### config.mk
export PLATFORM = sky130hd
export DESIGN_NAME = serial_pattern_tx
export DESIGN_NICKNAME = d
export VERILOG_FILES = /design/src/rtl/serial_pattern_pkg.sv /design/src/rtl/serial_pattern_tx.sv
export SDC_FILE = /design/constraint.sdc
export NUM_CORES = 1
export LEC_CHECK = 0
export CAP_MARGIN = 15
export CORE_ASPECT_RATIO = 0.6
export CORE_MARGIN = 8
export CORE_UTILIZATION = 55
export CTS_CLUSTER_DIAMETER = 50
export DETAILED_ROUTE_END_ITERATION = 10
export PLACE_DENSITY = 0.82
export SETUP_SLACK_MARGIN = 0.15
export SYNTH_ARGS = -nofsm -noshare
export SYNTH_HDL_FRONTEND = slang
export SYNTH_SLANG_ARGS = --single-unit
### constraint.sdc
create_clock -name clk -period 5.2 [get_ports clk]
set_clock_uncertainty 0.15 [all_clocks]
set_input_delay 1.3 -clock clk [delete_from_list [all_inputs] [get_ports clk]]
set_output_delay 1.3 -clock clk [all_outputs]
set_load 0.02 [all_outputs]
### src/rtl/serial_pattern_pkg.sv
// serial_pattern_pkg: shared state encoding and length clamping for serial_pattern_tx
package serial_pattern_pkg;
  typedef enum logic [1:0] {S_IDLE, S_SEND, S_GAP} state_t;
  function automatic int clamp_len(input int l, input int w);
    return (l == 0 || l > w) ? w : l;
  endfunction
endpackage

### src/rtl/serial_pattern_tx.sv
// serial_pattern_tx: MSB-first serial transmitter of a latched pattern with repetitions and idle gaps
module serial_pattern_tx
  import serial_pattern_pkg::*;
#(
  parameter int WIDTH = 8,
  parameter int LEN_W = 4,
  parameter int CNT_W = 4,
  parameter int GAP   = 1
) (
  input  logic             clk,
  input  logic             rst,
  input  logic             start_valid,
  output logic             start_ready,
  input  logic [WIDTH-1:0] pattern,
  input  logic [LEN_W-1:0] len,
  input  logic [CNT_W-1:0] repeat_cnt,
  input  logic             abort,
  output logic             data_out,
  output logic             data_valid,
  output logic             frame_start,
  output logic             done,
  output logic             busy
);
  localparam int GW = GAP > 1 ? $clog2(GAP) : 1;
  state_t state;
  logic [WIDTH-1:0] pat_q;
  logic [LEN_W-1:0] len_q, bit_cnt, len_eff;
  logic [CNT_W-1:0] rep_cnt;
  logic [GW-1:0] gap_cnt;
  logic done_pend, cur_bit;
  assign start_ready = state == S_IDLE && !abort;
  assign busy = state != S_IDLE;
  assign len_eff = LEN_W'(clamp_len(int'(len), WIDTH));
  assign cur_bit = |(pat_q & (WIDTH'(1) << bit_cnt));
  // data outputs lag the state by one edge, so done is staged through done_pend
  always_ff @(posedge clk or posedge rst)
    if (rst) begin
      state <= S_IDLE;
      pat_q <= '0;
      len_q <= '0;
      bit_cnt <= '0;
      rep_cnt <= '0;
      gap_cnt <= '0;
      done_pend <= 1'b0;
      done <= 1'b0;
      data_out <= 1'b0;
      data_valid <= 1'b0;
      frame_start <= 1'b0;
    end else begin
      done <= done_pend;
      done_pend <= 1'b0;
      data_out <= 1'b0;
      data_valid <= 1'b0;
      frame_start <= 1'b0;
      case (state)
        S_IDLE:
          if (start_valid && start_ready) begin
            pat_q <= pattern;
            len_q <= len_eff;
            bit_cnt <= len_eff - 1'b1;
            rep_cnt <= repeat_cnt;
            state <= S_SEND;
          end
        S_SEND:
          if (abort) state <= S_IDLE;
          else begin
            data_valid <= 1'b1;
            data_out <= cur_bit;
            frame_start <= bit_cnt == len_q - 1'b1;
            if (bit_cnt != '0) bit_cnt <= bit_cnt - 1'b1;
            else if (rep_cnt == '0) begin
              state <= S_IDLE;
              done_pend <= 1'b1;
            end else begin
              rep_cnt <= rep_cnt - 1'b1;
              bit_cnt <= len_q - 1'b1;
              if (GAP > 0) begin
                state <= S_GAP;
                gap_cnt <= GW'(GAP - 1);
              end
            end
          end
        S_GAP:
          if (abort) state <= S_IDLE;
          else if (gap_cnt == '0) state <= S_SEND;
          else gap_cnt <= gap_cnt - 1'b1;
        default: state <= S_IDLE;
      endcase
    end
endmodule

Word level (Yosys, flattened, before mapping). Index checks and enable logic that the tools add are counted.

Logic and storage cells: 81. Input port bits: 20. Output and inout bits: 6. Bits in registers: 28.

Order comparisons: 1. Add/subtract/negate cells: 5. Eq/ne operators: 11. Reductions and logical operators: 17. Shifts and indexed selects: 1. Bitwise operators: 1. Mux-type cells: 34.

Operators by type and width (number): 2-to-1 mux 4 bit (9); case mux 4 bit (2 select lines) (2); subtractor 4 x 1 -> 4 bit, second input constant (4); 2-to-1 mux 1 bit (15); 2-to-1 mux 2 bit (6); AND reduction 5 bit (2); inequality test 3 bit, second input constant (3); bitwise AND 8 bit (1); logical NOT 4 bit (2); inequality test 2 bit, second input constant (4); OR reduction 8 bit (1); left shift 1 x 4 -> 8 bit, first input constant (1); case mux 2 bit (3 select lines) (1); nonzero test 2 bit (3); == test 4 bit (1); > comparator 4 bit, second input constant (1); AND reduction 4 bit (1); nonzero test 4 bit (1); AND reduction 3 bit (1); == test 2 x 1 -> 1 bit, second input constant (1); == test 2 bit, second input constant (1); logical AND 1 bit (2); logical NOT 2 bit (1); inequality test 2 x 1 -> 1 bit, second input constant (1); other kinds (5) (5).

Depth between registers and ports, before layout. Gate-level depths: netlist of the first run.

Word-level depth: 6. Depth in mapped cells: 6.

Worst setup path after synthesis of the first run. OpenSTA, ideal clock, no wires.

Path kind: input to output. From: input abort. To: output start_ready. Cell stages on the path: 1. Arrival: 1803 ps. Slack: 1947 ps. Cells stage by stage: nor3_1.

Cells in the longest elaborated chain, start to end: 2.

RTL lines: from (decl) (RTL line serial_pattern_tx.sv:17) `input logic abort,`; logical NOT 1 bit (RTL line serial_pattern_tx.sv:31) `assign start_ready = state == S_IDLE && !abort;`; logical AND 1 bit (RTL line serial_pattern_tx.sv:31); to (decl) (RTL line serial_pattern_tx.sv:13) `output logic start_ready,`.

No other way between the ends.

Final worst setup path of the first run. Same ends and word-level chain as after synthesis.

==> results of run 1 <==
## report_power, final
| part | switching, W | internal, W | leakage (nW) |
|---|---|---|---|
| logic | 0.0000974 | 0.000101 | 0.430 |
| clock network | 0.0000618 | 0.0000549 | 0.0228 |
| registers | 0.0000456 | 0.000248 | 0.332 |
| total | 0.000205 | 0.000404 | 0.785 |
## cell type report
cell class                      instances  area (sq um)
Inverter                                9          33.8
Multi-Input combinational cell        111           772
Timing Repair Buffer                   27           273
Tap cell                               32          40.0
Sequential cell                        27           676
Fill cell                             182           718
Clock buffer                            4          45.0
## state kept, by name, summed over array words and instances, names as in the netlist
register,count
done,1
data_valid,1
done_pend,1
state,2
len_q,4
data_out,1
pat_q,8
rep_cnt,4
bit_cnt,4
frame_start,1
## synth_stat cells
| master | instances |
|---|---|
| inv_1 | 9 |
| or3b_4 | 1 |
| xor2_1 | 2 |
| a22oi_1 | 5 |
| buf_2 | 1 |
| nand4_1 | 1 |
| mux2i_1 | 2 |
| a2bb2oi_1 | 4 |
| nor3b_2 | 1 |
| mux2_2 | 8 |
| nand3_1 | 5 |
| dfrtp_1 | 27 |
| or3_4 | 1 |
| nor3_1 | 7 |
| nand2_1 | 12 |
| a21oi_1 | 9 |
| or3b_2 | 1 |
| a32o_1 | 1 |
| a31oi_1 | 1 |
| nor2_1 | 9 |
| nor4_1 | 3 |
| o22ai_1 | 3 |
| clkbuf_1 | 3 |
| nand2b_1 | 4 |
| o21a_1 | 1 |
| o31ai_1 | 2 |
| xnor2_1 | 5 |
| ha_1 | 9 |
| nor2b_1 | 2 |
| or2_2 | 1 |
| and2_4 | 1 |
| o211ai_1 | 1 |
| buf_6 | 1 |
| buf_1 | 1 |
| o21ai_0 | 9 |
## kinds of logic after synthesis
| group | Yosys count | synth area share [%] |
|---|---|---|
| buf+inv | 15 | 4.30 |
| flops | 27 | 44.7 |
| simple gates | 49 | 17.2 |
| mux | 10 | 7.28 |
| fa+ha+maj | 9 | 7.44 |
| xor+xnor | 7 | 4.05 |
| compound gates | 36 | 15.1 |
## layer usage
| metal | up-vias | track usage [%] | routed length, um |
|---|---|---|---|
| li1 | 595 | - | - |
| met1 | 582 | 20.3 | 1700 |
| met2 | 50 | 23.1 | 1510 |
| met3 | 6 | 4.17 | 238 |
| met4 | 0 | 4.16 | 42 |
| met5 | - | 0 | 0 |
## how the worst min path moves through the flow
stage | cells after the start | slack, ps | to | start
final | 0 | 200 | done | done_pend
after global placement | 0 | 190 | done | done_pend
after detailed placement | 0 | 190 | done | done_pend
after global routing | 0 | 210 | done | done_pend
after CTS | 0 | 210 | done | done_pend
after floorplan | 0 | 180 | done | done_pend
## worst max-delay path: cells and delay by family
kind                   cells  cell delay [ps]
buffers and inverters      2             1180
and+or+nand+nor            1              230
## stage by stage
stage | cell area (sq um) | cells
after floorplan | 1510 | 153
after global placement | 1770 | 204
after detailed placement | 1770 | 204
after CTS | 1820 | 208
after global routing | 1840 | 210
final | 1840 | 210
==> results.yml, run 1 <==
grt:
  grt_pass1_wl_um: 5940
  grt_max_degree: 28
  grt_pass1_vias: 1224
  grt_antenna_before_repair: 0
  track_usage_pct: 15.1
  grt.overflow.total: 0
drt:
  viasPerCell: 5.87
  wl_per_cell_um: 16.6
  firstDrtPassIters: 4
  drcViolationCount: 0
  vias: 1233
  wl_um: 3490
  drt_iter0_drc: 81
  ant_nets: 0
logic_synthesis:
  avgSynthCellArea_sq_um: 9.89
  synth_seq_area_share_pct: 44.7
  synth_seq_cells: 27
  synth_area_leader_cell: "dfrtp_1"
  netlist_area_sq_um: 1510
  syn_nets: 182
  syn_inst: 153
  yosysWarningCount: 0
  ys_types: 35
  synth_top_area_share_pct: 44.7
  yosys-top-cells-area: "dfrtp_1 45%, ha_1 7.4%, mux2_2 6.0%, a21oi_1 3.0%, o21ai_0 3.0%"
min_path:
  hold_path_class: "reg2reg"
sta:
  max_freq_mhz: 240
  whs_ps: 205
  rsz0062_at_grt: "false"
  tns_ps: 0
  fin_ws_ps: 1040
  hold_viol: 0
  finalSetupViolCount: 0
  min_period_ps: 4160
  max_slew_margin_pct: 55.9
  final_max_slew_viol_count: 0
  tightest_slew_ps: 655
  post-route-period-util_pct: 80.0
worst_setup_path:
  critPathLaunch: "abort"
  path_cells: "clkdlybuf4s50_1 > nor3_1 > clkdlybuf4s50_1"
  r2r_slack_ps: 2840
  critPathLaunchType: "primary input"
  slowest_delay_ps: 650
  r2r_cells: 6
  crit_fanout: 7
  cp_common_cell: "clkdlybuf4s50_1"
  crit_slowest_cell: "clkdlybuf4s50_1"
  reg2reg_from: "bit_cnt[0]"
  crit_path_end: "start_ready"
  r2r_end: "bit_cnt[3]"
  worst_setup_path_end_kind: "output pin"
  critical_path_required_ps: 3750
  crit_type: "in2out"
  worstPathArrival_ps: 2710
layout:
  layout_commonest_cell: "dfrtp_1"
  nets: 208
  synthToLayoutAreaGrowth_pct: 21.6
  drive_gt1_share_pct: 10.7
  final_cell_mix: "27 x dfrtp_1, 25 x clkdlybuf4s50_1, 12 x nand2_1"
  antenna_cells: 0
  postLayoutCoreUtil_pct: 71.9
die:
  die_y_um: 56.6
  ios: 26
  start_util_pct: 59.1
  dieArea_sq_um: 4740
  die_w_um: 83.7
  core_area_sq_um: 2560
  rows: 14
cts:
  cts_buffers: 3
  cts_hold_buf: 0
  post_cts_resize_count: 0
  clk_pin_slew_worst_paths_ps: 90
  cts.sinks: 27
  post_cts_buffers: 0
  tritoncts: "yes"
  clock_latency_ps: 270
  htree_levels: 1
  clk_path_buf_depth: 2
  cts-root-buf: "clkbuf_8"
run:
  cap_violations: 0
place:
  gp_congestion: 0.834
  hpwl_um: 2620
  place_worst_setup_slack_ps: 1060
  portBuffers: 25
pwr:
  p_total_w: 0.000608
  powerDensity_nw_per_um2: 331
  p_leak_nw: 0.785
  vdd_drop_max_mv: 0.187
run_status:
  outcome: "completed"
Power figures use the tool's default switching activity.
==> inputs of run 2 (changes only) <==
--- a/config.mk
+++ b/config.mk
@@ -8,10 +8,10 @@
 export CAP_MARGIN = 15
 export CORE_ASPECT_RATIO = 0.6
 export CORE_MARGIN = 8
-export CORE_UTILIZATION = 55
+export CORE_UTILIZATION = 52
 export CTS_CLUSTER_DIAMETER = 50
 export DETAILED_ROUTE_END_ITERATION = 10
-export PLACE_DENSITY = 0.82
+export PLACE_DENSITY = 0.79
 export SETUP_SLACK_MARGIN = 0.15
 export SYNTH_ARGS = -nofsm -noshare
 export SYNTH_HDL_FRONTEND = slang
==> constraint.sdc (replaced) <==
create_clock -name clk -period 4.1 [get_ports clk]
set_clock_uncertainty 0.15 [all_clocks]
set_input_delay 1.025 -clock clk [delete_from_list [all_inputs] [get_ports clk]]
set_output_delay 1.025 -clock clk [all_outputs]
set_load 0.02 [all_outputs]
==> results.yml, run 2 (synthesized netlist as in run 1, its figures left out) <==
run_status:
  outcome: "completed"
grt:
  grt_pass1_vias: 1182
  track_usage_pct: 13.7
  grt_max_degree: 28
  grt.overflow.total: 0
  grt_antenna_before_repair: 0
  grt_pass1_wl_um: 5480
pwr:
  p_sw_share_pct: 34.0
  powerDensity_nw_per_um2: 422
  switchingPower_w: 0.000262
  p_clk_share_pct: 20.1
  p_total_w: 0.000772
  pwr-share-seq_pct: 47.8
  p_leak_nw: 0.776
  vdd_drop_max_mv: 0.288
  power_frac_comb_pct: 32.1
  intPower_w: 0.000509
layout:
  layout_commonest_cell: "dfrtp_1"
  postLayoutCoreUtil_pct: 65.0
  largest-register: "pat_q"
  final_cell_mix: "27 x dfrtp_1, 25 x clkdlybuf4s50_1, 12 x nand2_1"
  largest_reg_flops: 8
  drive_gt1_share_pct: 10.7
  antenna_cells: 0
  nets: 207
  synthToLayoutAreaGrowth_pct: 21.0
sta:
  tns_ps: 0
  rsz0062_at_grt: "false"
  finalSetupViolCount: 0
  max_slew_margin_pct: 32.3
  tightest_slew_ps: 1010
  final_max_slew_viol_count: 0
  post-route-period-util_pct: 88.1
  min_period_ps: 3610
  hold_viol: 0
  max_freq_mhz: 277
cts:
  post_cts_buffers: 0
  htree_levels: 1
  clk_pin_slew_worst_paths_ps: 100
  clock_latency_ps: 280
  cts_hold_buf: 0
  cts-root-buf: "clkbuf_8"
  cts.sinks: 27
  tritoncts: "yes"
  post_cts_resize_count: 0
  clk_path_buf_depth: 2
  cts_buffers: 3
run:
  cap_violations: 0
worst_setup_path:
  worst-path-buf-inv: 2
  path_cells: "clkdlybuf4s50_1 > nor3_1 > clkdlybuf4s50_1"
  critPathTopFamily: "buffers and inverters"
  worst_setup_path_end_kind: "output pin"
  slowest_delay_ps: 660
  crit_type: "in2out"
  crit_fanout: 7
  critPathLaunchType: "primary input"
  crit_slowest_cell: "clkdlybuf4s50_1"
  cp_common_cell: "clkdlybuf4s50_1"
  critical_path_required_ps: 2920
  worstPathArrival_ps: 2440
  r2r_slack_ps: 1690
die:
  dieArea_sq_um: 4950
  start_util_pct: 53.7
  ios: 26
  die_w_um: 85.6
  rows: 15
  die_y_um: 57.8
  core_area_sq_um: 2820
drt:
  wl_met1_um: 1550
  top_layer: "met4"
  firstDrtPassIters: 4
  wl_um: 3360
  viasPerCell: 5.85
  met2_length_um: 1530
  vias: 1234
  drcViolationCount: 0
  wl_per_cell_um: 15.9
  met3_length_um: 248
  ant_nets: 0
  drt_iter0_drc: 76
place:
  gp_congestion: 0.872
  hpwl_um: 2600
  portBuffers: 25
min_path:
  hold_path_class: "reg2reg"
## run 2: changes by cell type in the layout (fill, tap and decap cells not counted), sizes merged
cell      previous run  this run
buf                  2         1
clkinvlp             0         1
clkbuf               4         3
## run 2: final cells by class
cell class | instances | area [sq um]
Clock buffer | 3 | 41.3
Clock inverter | 1 | 7.51
Fill cell | 224 | 985
Inverter | 9 | 33.8
Multi-Input combinational cell | 111 | 772
Sequential cell | 27 | 676
Tap cell | 34 | 42.5
Timing Repair Buffer | 26 | 258
## run 2: routing by layer
layer	global-route usage [%]	vias to the layer above
met1	16.8	598
met4	4.21	0
met2	22.5	41
met3	4.37	4
met5	0	-
li1	-	591
## run 2: worst paths after layout
kind | from | endpoint | depth (start not counted)
min in group asynchronous | rst | pat_q[4] | 2
hold reg to reg | done_pend | done | 0
hold / removal | done_pend | done | 0
setup reg to reg | bit_cnt[0] | bit_cnt[3] | 6
setup / recovery | abort | start_ready | 3
max in group asynchronous | rst | rep_cnt[1] | 2
## run 2: through the flow
| step | worst slack, ps | area (sq um) | hold WS [ps] | instances |
|---|---|---|---|---|
| 2_1_floorplan | 1400 | 1510 | 181 | 153 |
| 3_3_place_gp | 532 | 1770 | 185 | 206 |
| 3_5_place_dp | 506 | 1770 | 193 | 206 |
| 4_1_cts | 502 | 1820 | 216 | 210 |
| 5_1_grt | 453 | 1830 | 236 | 211 |
| 6_report | 490 | 1830 | 211 | 211 |
## run 2: power by group through the flow
stage / registers [W] / clock network [W] / logic [W]
floorplan: 0.000353 / 0 / 0.000194
global placement: 0.000368 / 0 / 0.000235
detailed placement: 0.000374 / 0 / 0.000245
CTS: 0.000368 / 0.000157 / 0.000247
global route: 0.000375 / 0.000167 / 0.000276
finish: 0.000369 / 0.000155 / 0.000248
==> inputs of run 3 (changes only) <==
--- a/config.mk
+++ b/config.mk
@@ -6,12 +6,14 @@
 export NUM_CORES = 1
 export LEC_CHECK = 0
 export CAP_MARGIN = 15
+export CELL_PAD_IN_SITES_DETAIL_PLACEMENT = 1
+export CELL_PAD_IN_SITES_GLOBAL_PLACEMENT = 1
 export CORE_ASPECT_RATIO = 0.6
 export CORE_MARGIN = 8
-export CORE_UTILIZATION = 52
+export CORE_UTILIZATION = 40
 export CTS_CLUSTER_DIAMETER = 50
 export DETAILED_ROUTE_END_ITERATION = 10
-export PLACE_DENSITY = 0.79
+export PLACE_DENSITY_LB_ADDON = 0.1
 export SETUP_SLACK_MARGIN = 0.15
 export SYNTH_ARGS = -nofsm -noshare
 export SYNTH_HDL_FRONTEND = slang
==> results.yml, run 3 (synthesized netlist as in run 1, its figures left out) <==
pwr:
  p_total_w: 0.000780
  vdd_drop_max_mv: 0.173
  powerDensity_nw_per_um2: 417
  p_leak_nw: 0.790
layout:
  synthToLayoutAreaGrowth_pct: 23.7
  drive_gt1_share_pct: 10.7
  layout_commonest_cell: "dfrtp_1"
  nets: 208
  largest_reg_flops: 8
  stdcell_count: 225
  postLayoutCoreUtil_pct: 51.4
  antenna_cells: 0
  final_cell_mix: "27 x dfrtp_1, 25 x clkdlybuf4s50_1, 12 x nand2_1"
  largest-register: "pat_q"
run:
  cap_violations: 0
cts:
  clk_path_buf_depth: 2
  htree_levels: 1
  cts_buffers: 3
  cts.sinks: 27
  cts-root-buf: "clkbuf_8"
  cts_hold_buf: 0
  tritoncts: "yes"
  post_cts_buffers: 0
  clock_latency_ps: 270
  post_cts_resize_count: 0
  clk_pin_slew_worst_paths_ps: 90
die:
  die_w_um: 95.4
  core_area_sq_um: 3640
  start_util_pct: 41.6
  ios: 26
  die_y_um: 63.6
  rows: 17
  dieArea_sq_um: 6070
sta:
  post-route-period-util_pct: 89.8
  whs_ps: 207
  max_slew_margin_pct: 61.6
  final_max_slew_viol_count: 0
  min_period_ps: 3680
  hold_viol: 0
  finalSetupViolCount: 0
  tns_ps: 0
  max_freq_mhz: 272
  tightest_slew_ps: 574
  rsz0062_at_grt: "false"
worst_setup_path:
  crit_type: "in2out"
  worstPathArrival_ps: 2510
  crit_slowest_cell: "clkdlybuf4s50_1"
  path_cells: "clkdlybuf4s50_1 > nor3_1 > clkdlybuf4s50_1"
  crit_fanout: 7
  slowest_delay_ps: 670
  critPathTopFamily: "buffers and inverters"
  worst_setup_path_end_kind: "output pin"
  critPathLaunchType: "primary input"
  cp_common_cell: "clkdlybuf4s50_1"
  critical_path_required_ps: 2920
  worst-path-buf-inv: 2
drt:
  drcViolationCount: 0
  viasPerCell: 5.44
  drt_iter0_drc: 44
  vias: 1223
  wl_per_cell_um: 16.4
  wl_um: 3700
  ant_nets: 0
  firstDrtPassIters: 4
place:
  dp.cells: 219
  gp_congestion: 0.788
  portBuffers: 25
  hpwl_um: 2840
grt:
  track_usage_pct: 12.6
  grt_pass1_wl_um: 6100
  grt.overflow.total: 0
  grt_pass1_vias: 1236
  grt_antenna_before_repair: 0
  grt_max_degree: 28
run_status:
  outcome: "completed"
min_path:
  hold_path_class: "reg2reg"
==> run 3: routing by layer <==
metal	vias up	global-route usage, %	routed length, um
met4	0	4.00	36
met3	4	3.55	220
met5	-	0	0
met2	29	17.8	1490
li1	591	-	-
met1	599	17.9	1950
==> run 3: area by class of cell <==
class / count / area, sq um
well taps: 47 / 58.8
multi-input cells: 111 / 772
flip-flops and latches: 27 / 676
clock buffers: 4 / 45.0
repair buffers: 27 / 285
inverters: 9 / 33.8
fillers: 412 / 1770
==> run 3: worst paths after layout <==
| path | depth (start not counted) | slack, ps | endpoint | startpoint |
|---|---|---|---|---|
| max in group asynchronous | 3 | 2470 | pat_q[2] | rst |
| min | 0 | 210 | done | done_pend |
| min reg2reg | 0 | 210 | done | done_pend |
| min in group asynchronous | 2 | 890 | rep_cnt[2] | rst |
| max | 3 | 420 | start_ready | abort |
| max reg2reg | 6 | 1670 | bit_cnt[3] | bit_cnt[0] |
==> run 3: stage by stage <==
step	area (sq um)	setup WS, ps
global placement	1790	518
finish	1870	420
floorplan	1510	1400
global route	1870	388
CTS	1840	440
detailed placement	1790	446
==> run 3: where the power goes <==
part	internal [W]	switching, W	total, W
Combinational	0.000130	0.000127	0.000257
Sequential	0.000314	0.0000554	0.000369
Clock	0.0000697	0.0000840	0.000154
